[src/rtl/compare_rr_arbiter.sv]
// compare_rr_arbiter: one unsigned less-than comparator shared by NUM_REQ
// requesters. A round-robin arbiter grants one operand pair at a time, and the
// result comes back tagged with the winner's index.
module compare_rr_arbiter #(
  parameter  int DATA_WIDTH = 13,
  parameter  int NUM_REQ    = 4,
  localparam int ID_WIDTH   = $clog2(NUM_REQ)
) (
  input  logic                          clk_i,
  input  logic                          rst_i,
  input  logic [NUM_REQ-1:0]            req_valid_i,
  output logic [NUM_REQ-1:0]            req_ready_o,
  input  logic [NUM_REQ*DATA_WIDTH-1:0] req_a_i,
  input  logic [NUM_REQ*DATA_WIDTH-1:0] req_b_i,
  output logic                          rsp_valid_o,
  input  logic                          rsp_ready_i,
  output logic [ID_WIDTH-1:0]           rsp_id_o,
  output logic                          rsp_lt_o,
  output logic                          busy_o
);

  typedef enum logic [1:0] {
    IDLE = 2'd0,
    CMP  = 2'd1,
    RESP = 2'd2
  } state_e;

  state_e                state_q, state_d;
  logic [ID_WIDTH-1:0]   rr_ptr_q, rr_ptr_d;
  logic [ID_WIDTH-1:0]   id_q, id_d;
  logic [DATA_WIDTH-1:0] a_q, a_d;
  logic [DATA_WIDTH-1:0] b_q, b_d;
  logic [ID_WIDTH-1:0]   rsp_id_q, rsp_id_d;
  logic                  rsp_lt_q, rsp_lt_d;

  logic                  grant_valid;
  logic [ID_WIDTH-1:0]   grant_idx;
  logic                  handshake;

  // Round-robin search starting just after the last winner; only grants in IDLE
  always_comb begin
    int cand;
    grant_valid = 1'b0;
    grant_idx   = '0;
    req_ready_o = '0;
    cand        = 0;
    if (state_q == IDLE) begin
      for (int i = 1; i <= NUM_REQ; i++) begin
        cand = (int'(rr_ptr_q) + i) % NUM_REQ;
        if (!grant_valid && req_valid_i[cand]) begin
          grant_valid = 1'b1;
          grant_idx   = ID_WIDTH'(cand);
        end
      end
    end
    if (grant_valid) begin
      req_ready_o[grant_idx] = 1'b1;
    end
  end

  assign handshake = grant_valid & req_valid_i[grant_idx];

  // Next-state logic: latch the winner, compare for one cycle, hold the result
  always_comb begin
    state_d  = state_q;
    rr_ptr_d = rr_ptr_q;
    id_d     = id_q;
    a_d      = a_q;
    b_d      = b_q;
    rsp_id_d = rsp_id_q;
    rsp_lt_d = rsp_lt_q;
    unique case (state_q)
      IDLE: begin
        if (handshake) begin
          state_d  = CMP;
          rr_ptr_d = grant_idx;
          id_d     = grant_idx;
          a_d      = req_a_i[grant_idx*DATA_WIDTH +: DATA_WIDTH];
          b_d      = req_b_i[grant_idx*DATA_WIDTH +: DATA_WIDTH];
        end
      end
      CMP: begin
        state_d  = RESP;
        rsp_id_d = id_q;
        rsp_lt_d = (a_q < b_q);
      end
      RESP: begin
        if (rsp_ready_i) begin
          state_d = IDLE;
        end
      end
      default: begin
        state_d = IDLE;
      end
    endcase
  end

  // State, pointer, operand and result registers with synchronous reset
  always_ff @(posedge clk_i) begin
    if (rst_i) begin
      state_q  <= IDLE;
      rr_ptr_q <= ID_WIDTH'(NUM_REQ - 1);
      id_q     <= '0;
      a_q      <= '0;
      b_q      <= '0;
      rsp_id_q <= '0;
      rsp_lt_q <= 1'b0;
    end else begin
      state_q  <= state_d;
      rr_ptr_q <= rr_ptr_d;
      id_q     <= id_d;
      a_q      <= a_d;
      b_q      <= b_d;
      rsp_id_q <= rsp_id_d;
      rsp_lt_q <= rsp_lt_d;
    end
  end

  assign rsp_valid_o = (state_q == RESP);
  assign busy_o      = (state_q != IDLE);
  assign rsp_id_o    = rsp_id_q;
  assign rsp_lt_o    = rsp_lt_q;

endmodule

[config.mk]
export PLATFORM = sky130hd
export DESIGN_NAME = compare_rr_arbiter
export DESIGN_NICKNAME = d
export VERILOG_FILES = /design/src/rtl/compare_rr_arbiter.sv
export SDC_FILE = /design/constraint.sdc
export NUM_CORES = 1
export LEC_CHECK = 0
export BUFFER_PORTS_ARGS = -buffer_cell sky130_fd_sc_hd__buf_2
export CORE_MARGIN = 4
export CORE_UTILIZATION = 47
export DETAILED_ROUTE_END_ITERATION = 7
export GPL_TIMING_DRIVEN = 0
export PLACE_DENSITY = 0.92
export SYNTH_ARGS = -nofsm -noshare
export SYNTH_HDL_FRONTEND = slang
export SYNTH_SLANG_ARGS = --single-unit
[constraint.sdc]
create_clock -name clk_i -period 2.6 [get_ports clk_i]
set_input_delay 0.52 -clock clk_i [delete_from_list [all_inputs] [get_ports clk_i]]
set_output_delay 0.52 -clock clk_i [all_outputs]
set_load 0.005 [all_outputs]
==> impl_metrics.toml, run 1 <==
[clock_network]
clock_latency_ns = 0.29
cts_root_buf = "clkbuf_8"
hold_buffers = 0
cts_tree = "yes"
clock-sinks = 35
cts_buffer_depth = 2
cts.reportedPaths.clkPinSlew_ns = 0.07
cts_made_buffers = 5
cts_max_level = 2

[cells_and_area]
fill_cells = 447
nets = 522
multiInputGateArea_um2 = 1607
antennaDiodeCount = 0
area.growth.synth_to_final_pct = 31.76
fin_area_um2 = 3291
mostFrequentLayoutCells = "buf_2 (127), nand3_1 (54), dfxtp_1 (34), mux2i_1 (29), a221o_1 (26)"
drive_gt1_frac = 0.4300
final_common_cell = "buf_2"
regArea_um2 = 701.9
utilization = 0.6402

[yosys]
synth_compound_area_frac = 0.1723
yosysUniqueCellTypes = 37
synthSimpleGateAreaFrac = 0.1774
synth_nets = 395
synth-seq-area-share = 0.2806
syn_inst = 272
synth-seq-cells = 35
synth-adder-area-share = 0.06012
syn_area_um2 = 2497
muxShareOfSynthArea = 0.2335
synth_xor_area_frac = 0
yosys_warnings = 0
syn_area_per_cell_um2 = 9.182
synth_top_family_by_area = "multiplexers"

[setup_path]
path_buf_inv = 3
ff2ff_setup_slack_ns = 0.45
worstSetupEndpointType = "output port"
startpoint = "rr_ptr_q[1]$_SDFFE_PP1P_"
r2r-end = "b_q[4]$_SDFFE_PP0P_"
r2r_cells = 7
cp_data_arrival_time_ns = 1.94
max_stage_delay_ns = 0.40
start_kind = "flip-flop"
endpoint = "req_ready_o[0]"
crit_type = "flip-flop to output port"
crit_cells = 8
critPathMaxFanout = 10
path_cells = "mux2i_1, o22ai_1, a21oi_4, buf_6, clkbuf_4, nand2_1, nor2_1, buf_2"
required_ns = 2.08
reg2reg_from = "rr_ptr_q[1]$_SDFFE_PP1P_"
crit_path_top_delay_cell = "dfxtp_2"
critPathTopFamily = "buffers and inverters"

[place]
dpl_cell_area_um2 = 3181
io_buffer_count = 119
hpwlAfterDp_um = 5933
globalplace.congestion = 0.8924

[grt]
grt_start_max_net_pins = 11
grt_pass1_wl_um = 11430
antenna_found_initial = 0
track_usage = 0.2286
overflow = 0
grt_pass1_vias = 2419

[power]
power_switching_mw = 0.6616
seqPwrFrac = 0.359
p_int_mw = 1.262
leakagePower_nw = 1.622
peakVddDrop_v = 0.0004539
clkPwrFrac = 0.228
pwr_density_cell_nw_per_um2 = 584.5
combPwrFrac = 0.413
swShare = 0.3440

[routing]
num_vias = 2623
antenna_left = 0
vias_per_cell = 5.581
drcViolationCount = 0
drt-initial-drc-count = 142
wl_per_cell_um = 16.40
first_pass_iters = 4
wirelength_um = 7707

[timing]
rsz0062_at_grt = "false"
setup_tns_ns = 0
hold_viol_final = 0
slew_headroom = 0.5400
period_needed_ns = 2.460
max_freq_mhz = 406.6
fin_crit_sh = 0.9460
max_slew.worst_pin.slew_ns = 0.6725
skew_ns = 0.008229
hold_ws_ns = 0.4733
setup_viol = 0
finalMaxSlewViolations = 0

[floorplan]
die_h_um = 80.90
fp.dieW_um = 80.90
num_rows = 26
start_util = 0.4859
fp.dieArea_um2 = 6544
coreArea_um2 = 5140
io_pins = 120

[status]
outcome = "completed"

[worst_hold_path]
min_path_type = "flip-flop to flip-flop"

[run]
cap_viol_max_count = 0
synthesized netlist by cell type (all sizes together):
library cell | instances | area share
a2111oi | 1 | 0.0035
a211oi | 1 | 0.0030
a21o | 4 | 0.012
a21oi | 9 | 0.023
a221o | 26 | 0.10
a221oi | 1 | 0.0035
and3 | 1 | 0.0025
and3b | 2 | 0.0070
buf | 14 | 0.039
clkbuf | 8 | 0.015
dfxtp | 35 | 0.28
ha | 12 | 0.060
inv | 15 | 0.023
mux2 | 26 | 0.12
mux2i | 29 | 0.12
nand2 | 7 | 0.011
nand2b | 5 | 0.013
nand3 | 54 | 0.11
nand3b | 1 | 0.0030
nor2 | 6 | 0.0090
nor2b | 3 | 0.0075
nor3 | 1 | 0.0065
o2111ai | 1 | 0.0035
o211ai | 1 | 0.0030
o21ai | 3 | 0.0060
o22ai | 1 | 0.0025
o31ai | 1 | 0.0085
or2 | 2 | 0.0050
or3 | 1 | 0.0025
or4 | 1 | 0.0030
power groups by stage:
stage          clock, mW  sequential, mW  combinational (mW)
3_3_place_gp           0           0.698               0.754
6_report           0.438           0.691               0.794
3_5_place_dp           0           0.699               0.781
5_1_grt            0.459           0.701               0.875
2_1_floorplan          0           0.682               0.542
4_1_cts            0.438           0.689               0.792
cell families (layout without fill, tap and decap cells):
kind of cell | count (synthesis) | count (layout)
DFF | 35 | 35
AOI/OAI and AO/OA | 49 | 49
adders and majority gates | 12 | 12
buffers and inverters | 37 | 165
and+or+nand+nor | 84 | 84
muxes | 55 | 55
state kept, by name, indices dropped and copies added (netlist names):
name and count:
a_q 13, b_q 13, id_q 2, rr_ptr_q 2, rsp_id_o 2, state_q 2, rsp_lt_o 1
layout make-up:
type | count | area share
plain buffers | 22 | 0.04106
clock buffers | 8 | 0.03042
inverters | 15 | 0.01711
multi-input cells | 200 | 0.4882
flip-flops and latches | 35 | 0.2133
well taps | 70 | 0.02662
repair buffers | 120 | 0.1833
stage by stage:
step | total power [mW] | setup WS [ns] | instances
after floorplan | 1.224 | 0.4836 | 272
after detailed placement | 1.481 | 0.01747 | 461
after CTS | 1.920 | 0.02651 | 470
after global placement | 1.452 | 0.07761 | 461
after global routing | 2.035 | 0.04195 | 470
final | 1.923 | 0.1404 | 470
worst min-delay path by stage:
| stage | startpoint | endpoint | slack (ns) | cells past startpoint |
|---|---|---|---|---|
| 3_3_place_gp | id_q[1]$_SDFFE_PP0P_ | id_q[1]$_SDFFE_PP0P_ | 0.45 | 2 |
| 2_1_floorplan | id_q[0]$_SDFFE_PP0P_ | id_q[0]$_SDFFE_PP0P_ | 0.44 | 2 |
| 6_report | id_q[1]$_SDFFE_PP0P_ | id_q[1]$_SDFFE_PP0P_ | 0.47 | 2 |
| 4_1_cts | id_q[1]$_SDFFE_PP0P_ | id_q[1]$_SDFFE_PP0P_ | 0.47 | 2 |
| 3_5_place_dp | id_q[1]$_SDFFE_PP0P_ | id_q[1]$_SDFFE_PP0P_ | 0.46 | 2 |
| 5_1_grt | id_q[1]$_SDFFE_PP0P_ | id_q[1]$_SDFFE_PP0P_ | 0.48 | 2 |
tightest hold or removal path: stages (launching register included):
cell and delay, ns:
dfxtp_1 0.32, nand2_1 0.05, a21oi_1 0.06
what timing repair did:
item / in CTS / in global routing
pin swaps: 0 / 0
setup endpoints to repair: 2 / 2
hold endpoints to repair: 0 / 0
buffers inserted: 1 / 0
gates resized for setup: 0 / 3
cloned: 0 / 0
metal layers:
| metal | track usage | wire [um] |
|---|---|---|
| met5 | 0 | 0 |
| met4 | 0.07770 | 107 |
| met3 | 0.05654 | 727 |
| met2 | 0.3908 | 3700 |
| met1 | 0.2790 | 3172 |
Power figures use the tool's default switching activity.
==> inputs of run 2 (changes only) <==
--- a/config.mk
+++ b/config.mk
@@ -9,7 +9,6 @@
 export CORE_MARGIN = 4
 export CORE_UTILIZATION = 47
 export DETAILED_ROUTE_END_ITERATION = 7
-export GPL_TIMING_DRIVEN = 0
 export PLACE_DENSITY = 0.92
 export SYNTH_ARGS = -nofsm -noshare
 export SYNTH_HDL_FRONTEND = slang
==> run 2 against run 1 <==
Effect of this change: via count down 7.4%; first-iteration DRC count decreased by 52%; sequential power about the same; utilization down 1.1 points; final area down 1.7%; register-to-register slack worse by 0.11 ns; critical endpoint is now req_ready_o[1]; largest cell class unchanged; highest routed layer unchanged.
==> impl_metrics.toml, run 2 (synthesis results as in run 1) <==
[status]
outcome = "completed"

[routing]
drt-initial-drc-count = 68
num_vias = 2428
wl_per_cell_um = 14.67
first_pass_iters = 4
wirelength_um = 6630
antenna_left = 0
drcViolationCount = 0
vias_per_cell = 5.372

[grt]
grt_pass1_vias = 2344
overflow = 0
grt_pass1_wl_um = 10500
grt_start_max_net_pins = 55
antenna_found_initial = 0
track_usage = 0.2035

[setup_path]
start_kind = "flip-flop"
r2r-end = "b_q[11]$_SDFFE_PP0P_"
cp_data_arrival_time_ns = 1.82
critPathMaxFanout = 54
worstSetupEndpointType = "output port"
reg2reg_from = "rr_ptr_q[1]$_SDFFE_PP1P_"
r2r_cells = 5
crit_type = "flip-flop to output port"
ff2ff_setup_slack_ns = 0.34
required_ns = 2.08

[timing]
max_slew.worst_pin.slew_ns = 1.014
fin_crit_sh = 0.9006
setup_tns_ns = 0
slew_headroom = 0.3218
setup_viol = 0
hold_viol_final = 0
skew_ns = 0.007811
rsz0062_at_grt = "false"
period_needed_ns = 2.342
max_freq_mhz = 427.1
finalMaxSlewViolations = 0

[cells_and_area]
final_common_cell = "buf_2"
mostFrequentLayoutCells = "buf_2 (119), nand3_1 (54), dfxtp_1 (35), mux2i_1 (29), a221o_1 (26)"
top_regs = "a_q (13), b_q (13)"
stdcell_count = 452
nets = 504
antennaDiodeCount = 0
area.growth.synth_to_final_pct = 29.56
drive_gt1_frac = 0.4215

[power]
pwr_density_cell_nw_per_um2 = 596.2
leakagePower_nw = 1.574
seqPwrFrac = 0.358
power_switching_mw = 0.6142
peakVddDrop_v = 0.0003649
combPwrFrac = 0.383
clkPwrFrac = 0.259
power_mw = 1.929
swShare = 0.3184
p_int_mw = 1.315

[run]
cap_viol_max_count = 0

[floorplan]
fp.dieArea_um2 = 6544
io_pins = 120
start_util = 0.4859
num_rows = 26
die_h_um = 80.90
fp.dieW_um = 80.90
coreArea_um2 = 5140

[clock_network]
clock_latency_ns = 0.28
cts_tree = "yes"
cts_buffer_depth = 2
cts_root_buf = "clkbuf_8"
cts_made_buffers = 5
cts_max_level = 2
cts.reportedPaths.clkPinSlew_ns = 0.07
clock-sinks = 35

[worst_hold_path]
holdPathEnd = "a_q[0]$_SDFFE_PP0P_"
min_path_type = "flip-flop to flip-flop"
min_path_cells = 1
min_from = "a_q[0]$_SDFFE_PP0P_"

[place]
dp_cells = 444
globalplace.congestion = 0.7962
hpwlAfterDp_um = 5145
io_buffer_count = 119
==> run 2: through the flow <==
stage / util / hold slack [ns] / cell area, um^2 / setup slack (ns)
2_1_floorplan: - / 0.4357 / 2497 / 0.4836
3_5_place_dp: 0.6059 / 0.4697 / 3114 / 0.1001
6_report: 0.6295 / 0.4807 / 3236 / 0.2584
4_1_cts: 0.6288 / 0.4800 / 3232 / 0.1289
3_3_place_gp: 0.6059 / 0.4483 / 3114 / 0.1538
5_1_grt: 0.6295 / 0.4820 / 3236 / 0.06846
==> run 2: final cells by class <==
class                           count  area, um^2
Multi-Input combinational cell    200        1612
Inverter                           15       56.30
Fill cell                         461        1904
Clock inverter                      2       35.03
Clock buffer                        6       82.58
Tap cell                           70       87.58
Sequential cell                    35       700.7
Timing Repair Buffer              124       661.9
==> run 2: routing by layer <==
| metal | GRT usage | vias to the layer above | wire length (um) |
|---|---|---|---|
| met3 | 0.04989 | 7 | 462 |
| li1 | - | 1245 | - |
| met1 | 0.2480 | 1099 | 2833 |
| met5 | 0 | - | 0 |
| met4 | 0.06588 | 0 | 73 |
| met2 | 0.3506 | 77 | 3261 |
==> run 2: worst max path at each step <==
| stage | startpoint | to | slack [ns] | depth (start not counted) |
|---|---|---|---|---|
| after global routing | rr_ptr_q[1]$_SDFFE_PP1P_ | req_ready_o[0] | 0.07 | 6 |
| after CTS | rr_ptr_q[1]$_SDFFE_PP1P_ | req_ready_o[1] | 0.13 | 5 |
| final | rr_ptr_q[1]$_SDFFE_PP1P_ | req_ready_o[1] | 0.26 | 5 |
| after global placement | req_valid_i[1] | a_q[10]$_SDFFE_PP0P_ | 0.15 | 6 |
| after floorplan | req_valid_i[3] | req_ready_o[0] | 0.48 | 7 |
| after detailed placement | req_valid_i[1] | a_q[1]$_SDFFE_PP0P_ | 0.10 | 6 |
==> run 2: power by group through the flow <==
stage / Combinational [mW] / Clock [mW] / Sequential (mW)
global placement: 0.709 / 0 / 0.699
global route: 0.836 / 0.531 / 0.701
CTS: 0.744 / 0.508 / 0.691
finish: 0.739 / 0.499 / 0.690
detailed placement: 0.741 / 0 / 0.701
floorplan: 0.542 / 0 / 0.682
==> run 2: critical path, cell delays in order (launching register included) <==
cell and delay, ns:
dfxtp_1 0.44, a21oi_1 0.14, o31ai_4 0.28, buf_6 0.36, and3_1 0.20, buf_2 0.11
==> run 2: what timing repair did <==
action / in CTS / in global routing
hold buffers: 0 / 0
endpoints found under the setup margin: 0 / 2
setup buffers: 0 / 0
gates resized for setup: 0 / 1
